### src/rtl/bla_sub8_pipe_if.sv
// Handshake bundle for the borrow-lookahead subtractor: operand side and result side.
// Latency: none (wires only).
// Backpressure: carries in_ready/out_ready; the master drives operands and out_ready.
//
// Signals:
//   in_valid/in_ready, in_a, in_b, in_bin                 operand beat
//   out_valid/out_ready, out_diff, out_bout, out_zero, out_ovf   result beat
interface bla_sub8_pipe_if #(
  parameter int WIDTH = 8
);
  logic             in_valid;
  logic             in_ready;
  logic [WIDTH-1:0] in_a;
  logic [WIDTH-1:0] in_b;
  logic             in_bin;
  logic             out_valid;
  logic             out_ready;
  logic [WIDTH-1:0] out_diff;
  logic             out_bout;
  logic             out_zero;
  logic             out_ovf;

  // Source/sink side (testbench or upstream/downstream logic).
  modport master (
    output in_valid, in_a, in_b, in_bin, out_ready,
    input  in_ready, out_valid, out_diff, out_bout, out_zero, out_ovf
  );

  // Subtractor side.
  modport slave (
    input  in_valid, in_a, in_b, in_bin, out_ready,
    output in_ready, out_valid, out_diff, out_bout, out_zero, out_ovf
  );
endinterface

### src/rtl/bla_sub8_pipe.sv
// Two-stage borrow-lookahead subtractor: diff = a - b - bin with borrow/zero/overflow flags.
// Latency: 2 cycles from an accepted operand beat to out_valid; 1 beat per cycle sustained.
// Backpressure: out_ready low holds S2, S1 fills, then in_ready drops; at most 2 beats in flight.
//
// Ports:
//   clk          rising-edge clock
//   rst          synchronous active-high reset (flushes both stages, zeroes outputs)
//   bus (slave)  in_valid/in_ready/in_a/in_b/in_bin, out_valid/out_ready/out_diff/
//                out_bout/out_zero/out_ovf
// Optional feature macro: BLA_SUB_SATURATE_EN -- when defined, a borrowing result is
// clamped to 0 (out_zero follows the clamped value; out_bout/out_ovf stay raw).
module bla_sub8_pipe #(
  parameter int WIDTH = 8
) (
  input  logic           clk,
  input  logic           rst,
  bla_sub8_pipe_if.slave bus
);

  // Full two-level borrow term for bit i: bin & pb[0..i] | OR_j (gb[j] & pb[j+1..i]).
  // Loops unroll into a flat sum of products, so no borrow ripples through bits.
  function automatic logic borrow_at(input int i,
                                     input logic [WIDTH-1:0] gb,
                                     input logic [WIDTH-1:0] pb,
                                     input logic bin);
    logic acc;
    logic prod;
    prod = bin;
    for (int k = 0; k <= i; k++) prod = prod & pb[k];
    acc = prod;
    for (int j = 0; j <= i; j++) begin
      prod = gb[j];
      for (int k = j + 1; k <= i; k++) prod = prod & pb[k];
      acc = acc | prod;
    end
    return acc;
  endfunction

  // ---------------- Stage 1: generate/propagate ----------------
  logic             s1_valid_q;
  logic [WIDTH-1:0] s1_gb_q, s1_gb_d;
  logic [WIDTH-1:0] s1_pb_q, s1_pb_d;
  logic             s1_amsb_q, s1_bmsb_q, s1_bin_q;

  // ---------------- Stage 2: result and flags ----------------
  logic             s2_valid_q;
  logic [WIDTH-1:0] s2_diff_q, s2_diff_d;
  logic             s2_bout_q, s2_bout_d;
  logic             s2_zero_q, s2_zero_d;
  logic             s2_ovf_q,  s2_ovf_d;

  logic adv1, adv2;
  logic [WIDTH-1:0] borrow;      // borrow out of each bit
  logic [WIDTH-1:0] borrow_in;   // borrow into each bit
  logic [WIDTH-1:0] diff_raw;

  assign adv2 = ~s2_valid_q | bus.out_ready;
  assign adv1 = ~s1_valid_q | adv2;
  assign bus.in_ready = adv1 & ~rst;

  assign s1_gb_d = ~bus.in_a & bus.in_b;
  assign s1_pb_d = ~(bus.in_a ^ bus.in_b);

  always_comb begin
    borrow = '0;
    for (int i = 0; i < WIDTH; i++) begin
      borrow[i] = borrow_at(i, s1_gb_q, s1_pb_q, s1_bin_q);
    end
  end

  assign borrow_in = {borrow[WIDTH-2:0], s1_bin_q};
  // a ^ b == ~pb, so each diff bit is ~pb ^ borrow-in.
  assign diff_raw  = ~s1_pb_q ^ borrow_in;
  assign s2_bout_d = borrow[WIDTH-1];

`ifdef BLA_SUB_SATURATE_EN
  assign s2_diff_d = s2_bout_d ? '0 : diff_raw;
`else
  assign s2_diff_d = diff_raw;
`endif

  assign s2_zero_d = (s2_diff_d == '0);
  // Signed overflow only when operand signs differ and the raw result sign leaves a's sign.
  assign s2_ovf_d  = (s1_amsb_q != s1_bmsb_q) & (diff_raw[WIDTH-1] != s1_amsb_q);

  always_ff @(posedge clk) begin
    if (rst) begin
      s1_valid_q <= 1'b0;
      s1_gb_q    <= '0;
      s1_pb_q    <= '0;
      s1_amsb_q  <= 1'b0;
      s1_bmsb_q  <= 1'b0;
      s1_bin_q   <= 1'b0;
      s2_valid_q <= 1'b0;
      s2_diff_q  <= '0;
      s2_bout_q  <= 1'b0;
      s2_zero_q  <= 1'b0;
      s2_ovf_q   <= 1'b0;
    end else begin
      if (adv1) begin
        s1_valid_q <= bus.in_valid;
        if (bus.in_valid) begin
          s1_gb_q   <= s1_gb_d;
          s1_pb_q   <= s1_pb_d;
          s1_amsb_q <= bus.in_a[WIDTH-1];
          s1_bmsb_q <= bus.in_b[WIDTH-1];
          s1_bin_q  <= bus.in_bin;
        end
      end
      if (adv2) begin
        s2_valid_q <= s1_valid_q;
        if (s1_valid_q) begin
          s2_diff_q <= s2_diff_d;
          s2_bout_q <= s2_bout_d;
          s2_zero_q <= s2_zero_d;
          s2_ovf_q  <= s2_ovf_d;
        end
      end
    end
  end

  assign bus.out_valid = s2_valid_q;
  assign bus.out_diff  = s2_diff_q;
  assign bus.out_bout  = s2_bout_q;
  assign bus.out_zero  = s2_zero_q;
  assign bus.out_ovf   = s2_ovf_q;

endmodule

### src/flat_wrapper.sv
// flat-port wrapper written by rule: the top's interface ports become plain ports
module bla_sub8_pipe_flat 
#(
  parameter int WIDTH = 8
)
  (clk, rst, bus_in_valid, bus_in_a, bus_in_b, bus_in_bin, bus_out_ready, bus_in_ready, bus_out_valid, bus_out_diff, bus_out_bout, bus_out_zero, bus_out_ovf);
  bla_sub8_pipe_if #(.WIDTH(WIDTH)) bus_i ();
  input  logic clk;
  input  logic rst;
  input wire logic [$bits(bus_i.in_valid)-1:0] bus_in_valid;
  input wire logic [$bits(bus_i.in_a)-1:0] bus_in_a;
  input wire logic [$bits(bus_i.in_b)-1:0] bus_in_b;
  input wire logic [$bits(bus_i.in_bin)-1:0] bus_in_bin;
  input wire logic [$bits(bus_i.out_ready)-1:0] bus_out_ready;
  output wire logic [$bits(bus_i.in_ready)-1:0] bus_in_ready;
  output wire logic [$bits(bus_i.out_valid)-1:0] bus_out_valid;
  output wire logic [$bits(bus_i.out_diff)-1:0] bus_out_diff;
  output wire logic [$bits(bus_i.out_bout)-1:0] bus_out_bout;
  output wire logic [$bits(bus_i.out_zero)-1:0] bus_out_zero;
  output wire logic [$bits(bus_i.out_ovf)-1:0] bus_out_ovf;
  assign bus_i.in_valid = bus_in_valid;
  assign bus_i.in_a = bus_in_a;
  assign bus_i.in_b = bus_in_b;
  assign bus_i.in_bin = bus_in_bin;
  assign bus_i.out_ready = bus_out_ready;
  assign bus_in_ready = bus_i.in_ready;
  assign bus_out_valid = bus_i.out_valid;
  assign bus_out_diff = bus_i.out_diff;
  assign bus_out_bout = bus_i.out_bout;
  assign bus_out_zero = bus_i.out_zero;
  assign bus_out_ovf = bus_i.out_ovf;
  bla_sub8_pipe #(.WIDTH(WIDTH)) u_core (.clk(clk), .rst(rst), .bus(bus_i));
endmodule
### config.mk
export PLATFORM = sky130hd
export DESIGN_NAME = bla_sub8_pipe_flat
export DESIGN_NICKNAME = d
export VERILOG_FILES = /design/src/rtl/bla_sub8_pipe_if.sv /design/src/rtl/bla_sub8_pipe.sv /design/src/flat_wrapper.sv
export SDC_FILE = /design/constraint.sdc
export NUM_CORES = 1
export LEC_CHECK = 0
export ABC_AREA = 1
export CORE_ASPECT_RATIO = 0.7
export CORE_MARGIN = 3
export CORE_UTILIZATION = 49
export DETAILED_ROUTE_END_ITERATION = 8
export GPL_ROUTABILITY_DRIVEN = 1
export HOLD_SLACK_MARGIN = 0.05
export PLACE_DENSITY = 0.77
export SLEW_MARGIN = 40
export SYNTH_ARGS = -nofsm -noshare
export SYNTH_HDL_FRONTEND = slang
export SYNTH_SLANG_ARGS = --single-unit
export TNS_END_PERCENT = 1
### constraint.sdc
create_clock -name clk -period 2.35 [get_ports clk]
set_clock_uncertainty 0.1 [all_clocks]
set_input_delay 0.47 -clock clk [delete_from_list [all_inputs] [get_ports clk]]
set_output_delay 0.47 -clock clk [all_outputs]
set_load 0.01 [all_outputs]
**Word-level counts from Yosys, hierarchy flattened**

Index checks and enable logic that the tools add are counted.

- Register bits after elaboration: 32

- Equality and inequality tests: 2
- Bitwise operators: 85
- Reductions and logical operators: 3

Operator list:

| operator | count |
|---|---|
| $and A1 B1 Y1 | 38 |
| $or A1 B1 Y1 | 38 |
| $not A8 Y8 | 3 |
| $xor A8 B8 Y8 | 2 |
| $and A8 B8 Y8 | 1 |
| $logic_not A8 Y1 | 1 |
| $reduce_and A2 Y1 | 2 |
| $not A1 Y1 | 3 |
| $ne A1 B1 Y1 | 2 |

**Depth between registers and ports, before layout**

Gate-level depths: netlist of run 1.

- Word-level depth: 17
- Depth in mapped cells: 15
- Depth with buffers taken out: 15

**Least setup slack after synthesis of run 1**

OpenSTA, ideal clock, no wires.

- Path kind: input to output
- Start point: in rst
- End point: out bus_in_ready
- Arrival: 1.158 ns
- Required time: 1.780 ns
- Slack: 0.622 ns
- Cell stages on the path: 5
- Buffers on the path: 2
- Path through: clkbuf_1 -> inv_1 -> clkbuf_1 -> nand2_1 -> inv_1

- Word-level cells in the longest chain between the ends: 2

Ends and longest elaborated chain:

| item | RTL line | RTL |
|---|---|---|
| from (decl) | flat_wrapper.sv:9 | `input logic rst;` |
| $not A1 Y1 | bla_sub8_pipe.sv:59 | `assign bus.in_ready = adv1 & ~rst;` |
| $and A1 B1 Y1 | bla_sub8_pipe.sv:59 |  |
| to (decl) | flat_wrapper.sv:15 | `output wire logic [$bits(bus_i.in_ready)-1:0] bus_in_ready;` |

No other way between the ends.

**Worst setup path in the final report of run 1**

- Start point: in bus_out_ready
- End point: out bus_in_ready

- Word-level cells in the longest chain between the ends: 3

Ends and longest elaborated chain:

| item | RTL line | RTL |
|---|---|---|
| from (decl) | flat_wrapper.sv:14 | `input wire logic [$bits(bus_i.out_ready)-1:0] bus_out_ready;` |
| $or A1 B1 Y1 | bla_sub8_pipe.sv:57 | `assign adv2 = ~s2_valid_q \| bus.out_ready;` |
| $or A1 B1 Y1 | bla_sub8_pipe.sv:58 | `assign adv1 = ~s1_valid_q \| adv2;` |
| $and A1 B1 Y1 | bla_sub8_pipe.sv:59 |  |

No other way between the ends.

==> impl_metrics.csv, run 1 <==
group,metric,value,unit
global_route,grt_max_degree,29,
route,vias_per_cell,4.92,
logic_synthesis,ys_top_cells_by_count,"inv_1, dfxtp_1, nor2_1",
setup_path,critPathTopFamily,"buffers and inverters",
route,wl,3.20,mm
logic_synthesis,synth-seq-cells,32,
die,die_w,73.1,um
power_and_ir_drop,p_comb_share,17.8,%
layout,synthToLayoutAreaGrowth,31.3,%
die,start_util,53.3,%
die,placementRows,16,
route,ant_nets,0,
cts,cts_buffer_depth,2,
timing,hold_viol,0,
layout,diodes,0,
power_and_ir_drop,seqPwrFrac,48.2,%
setup_path,rrSetupSlack,510,ps
die,ios,34,
setup_path,crit_fanout,2,
logic_synthesis,synth_area,0.00155,mm2
placed_design,routabilityCongestion,0.830,
timing,fmax,447,MHz
logic_synthesis,synth.most_common_cell,"inv_1",
global_route,grt_usage,18.9,%
cts,ctsResizeCount,0,
outcome,status,"finished, final reports clean",
power_and_ir_drop,vdd_drop_max,0.338,mV
timing,rsz0062_at_grt,"no",
logic_synthesis,ys_async_sr_fraction,0,%
power_and_ir_drop,netSwitchingFraction,26.9,%
timing,worst_slack,112,ps
timing,timing.hold.ws,353,ps
logic_synthesis,synthesis.nets,241,
setup_path,crit_slowest_cell,"clkdlybuf4s50_1",
route,drc,0,
setup_path,timing.rr.start,"u_core.s1_bin_q",
timing,setup_tns,0,ps
layout,nNetsFinal,278,
timing,relSlewSlack,70.3,%
placed_design,place_ws,107,ps
timing,worstMarginPinSlew,445,ps
route,wl_per_cell,11.2,um
power_and_ir_drop,p_sw,0.340,mW
timing,final.min_clock_period,2240,ps
cts,cts_hold_buf,0,
min_path,hold_path_end,"u_core.s1_gb_q[7]",
cts,cts_setup_buffers,0,
setup_path,r2r-end,"u_core.bus.out_ovf",
setup_path,worstSetupPathType,"in2out",
logic_synthesis,synth_area_leaders,"dfxtp_1, inv_1, nor2_1",
job,cap_violations,0,
placed_design,place_area,0.00194,mm2
power_and_ir_drop,intPower,0.927,mW
setup_path,endpoint_kind,"primary output",
setup_path,cp.required,1780,ps
die,dieArea,0.00388,mm2
cts,cts.sinks,32,
setup_path,crit_top_cell,"clkdlybuf4s50_1",
timing,slew_viol_final,0,
power_and_ir_drop,p_leak,0.966,nW
global_route,grt_pass1_vias,1191,
cts,cts_root_buf,"clkbuf_8",
setup_path,path_cells,"clkdlybuf4s50_1 > inv_2 > nand3_1 > nand2_1 > inv_1 > clkdlybuf4s50_1",
setup_path,reg2reg_depth,12,
logic_synthesis,yosysTopAreaCellShare,41.4,%
layout,drive_above_1_share,8.84,%
setup_path,worstPathArrival,1670,ps
power_and_ir_drop,power,1.27,mW
layout,stdcell_area,0.00203,mm2
die,die_h,53,um
logic_synthesis,synth_area_per_cell,7.33,um2
setup_path,start_kind,"primary input",
timing,finalSetupViolCount,0,
logic_synthesis,ys_warn_count,0,
min_path,hold_path_class,"reg2reg",
cts,path_clk_slew,60,ps
logic_synthesis,synth_cells,211,
global_route,grt_first_pass_wirelength,5.46,mm
power_and_ir_drop,powerDensity,624,mW/mm2
cts,cts_buffers,5,
logic_synthesis,synth_flop_cell,"dfxtp_1",
logic_synthesis,yosysSeqAreaShare,41.4,%
die,core,0.00290,mm2
global_route,grt_antenna_before_repair,0,
timing,period_share,95.2,%
placed_design,dp_hpwl,2.45,mm
route,drt_iter0_drc,98,
cts,cts_tree,"built",
logic_synthesis,yosys.area.top_type,"dfxtp_1",
setup_path,slowest_delay,520,ps
route,firstDrtPassIters,4,
route,num_vias,1403,
power_and_ir_drop,pwr-share-clk,34.0,%
min_path,worstHoldStart,"u_core.s1_gb_q[7]",
min_path,hold_depth,2,
logic_synthesis,ys_types,21,
logic_synthesis,synth_edf_count,0,
setup_path,worst-path-buf-inv,4,
placed_design,io_buffers,33,
global_route,grt_overflow,0,
cts,clock_latency,280,ps
cts,htreeDepth,2,
==> worst max path at each step <==
stage / end / startpoint / cells after the start
after CTS: bus_in_ready / bus_out_ready / 6
after detailed placement: bus_in_ready / bus_out_ready / 6
final: bus_in_ready / bus_out_ready / 6
after global routing: bus_in_ready / bus_out_ready / 6
after floorplan: bus_in_ready / rst / 5
after global placement: bus_in_ready / bus_out_ready / 6
==> tightest hold or removal path: stages, from the launching register on <==
cell and delay [ps]:
dfxtp_1 300, inv_1 60, a21oi_1 50
==> stage by stage <==
stage                     utilization [%]  cells
final                                70.0    285
after global routing                 70.0    285
after CTS                            70.0    285
after detailed placement             66.8    277
after global placement               66.8    277
after floorplan                         -    211
==> power by group through the flow <==
| stage | logic, mW | clock network, mW | registers (mW) |
|---|---|---|---|
| 2_1_floorplan | 0.122 | 0 | 0.625 |
| 3_3_place_gp | 0.220 | 0 | 0.622 |
| 3_5_place_dp | 0.226 | 0 | 0.623 |
| 4_1_cts | 0.227 | 0.441 | 0.611 |
| 5_1_grt | 0.256 | 0.468 | 0.617 |
| 6_report | 0.225 | 0.431 | 0.611 |
==> layout make-up <==
type | count | area (um2)
repair buffers | 37 | 373
clock buffers | 6 | 82.6
well taps | 36 | 45.0
multi-input cells | 136 | 744
fillers | 265 | 872
clock inverters | 2 | 10.0
inverters | 36 | 135
flip-flops and latches | 32 | 641
==> kinds of logic after synthesis <==
family          synth area share [%]
buf+inv                         10.4
flops                           41.4
fa+ha+maj                       7.28
compound gates                  15.9
xor+xnor                        2.18
simple gates                    22.7
==> flip-flops by register name, indices dropped and copies added, names as in the netlist <==
| name | cells |
|---|---|
| u_core.s1_pb_q | 8 |
| u_core.bus.out_diff | 8 |
| u_core.s1_amsb_q | 1 |
| u_core.bus.out_ovf | 1 |
| u_core.bus.out_valid | 1 |
| u_core.s1_gb_q | 8 |
| u_core.s1_bmsb_q | 1 |
| u_core.s1_bin_q | 1 |
| u_core.s1_valid_q | 1 |
| u_core.bus.out_bout | 1 |
| u_core.bus.out_zero | 1 |
==> layer usage <==
| metal | vias up | routed length (um) | GRT usage [%] |
|---|---|---|---|
| met4 | 0 | 61 | 9.20 |
| met2 | 40 | 1250 | 26.9 |
| met1 | 604 | 1690 | 26.1 |
| li1 | 752 | - | - |
| met3 | 7 | 198 | 5.12 |
| met5 | - | 0 | 0 |
==> placed cells by master (no fill, tap or decap), types with 4 or more instances in the layout <==
cell type,n
nand3_1,11
o21ai_0,23
inv_1,33
clkbuf_8,6
dfxtp_1,32
nand2_1,21
nor2_1,32
nand4_1,5
nand2_2,4
ha_1,9
clkdlybuf4s50_1,33
a21oi_1,17
No activity file was read; power rests on OpenSTA's default activity.
==> run 2: changes to the inputs <==
--- a/config.mk
+++ b/config.mk
@@ -6,6 +6,7 @@
 export NUM_CORES = 1
 export LEC_CHECK = 0
 export ABC_AREA = 1
+export CAP_MARGIN = 15
 export CORE_ASPECT_RATIO = 0.7
 export CORE_MARGIN = 3
 export CORE_UTILIZATION = 49
==> results of run 2 <==
Final layout, timing and power as in run 1 (identical DEF).
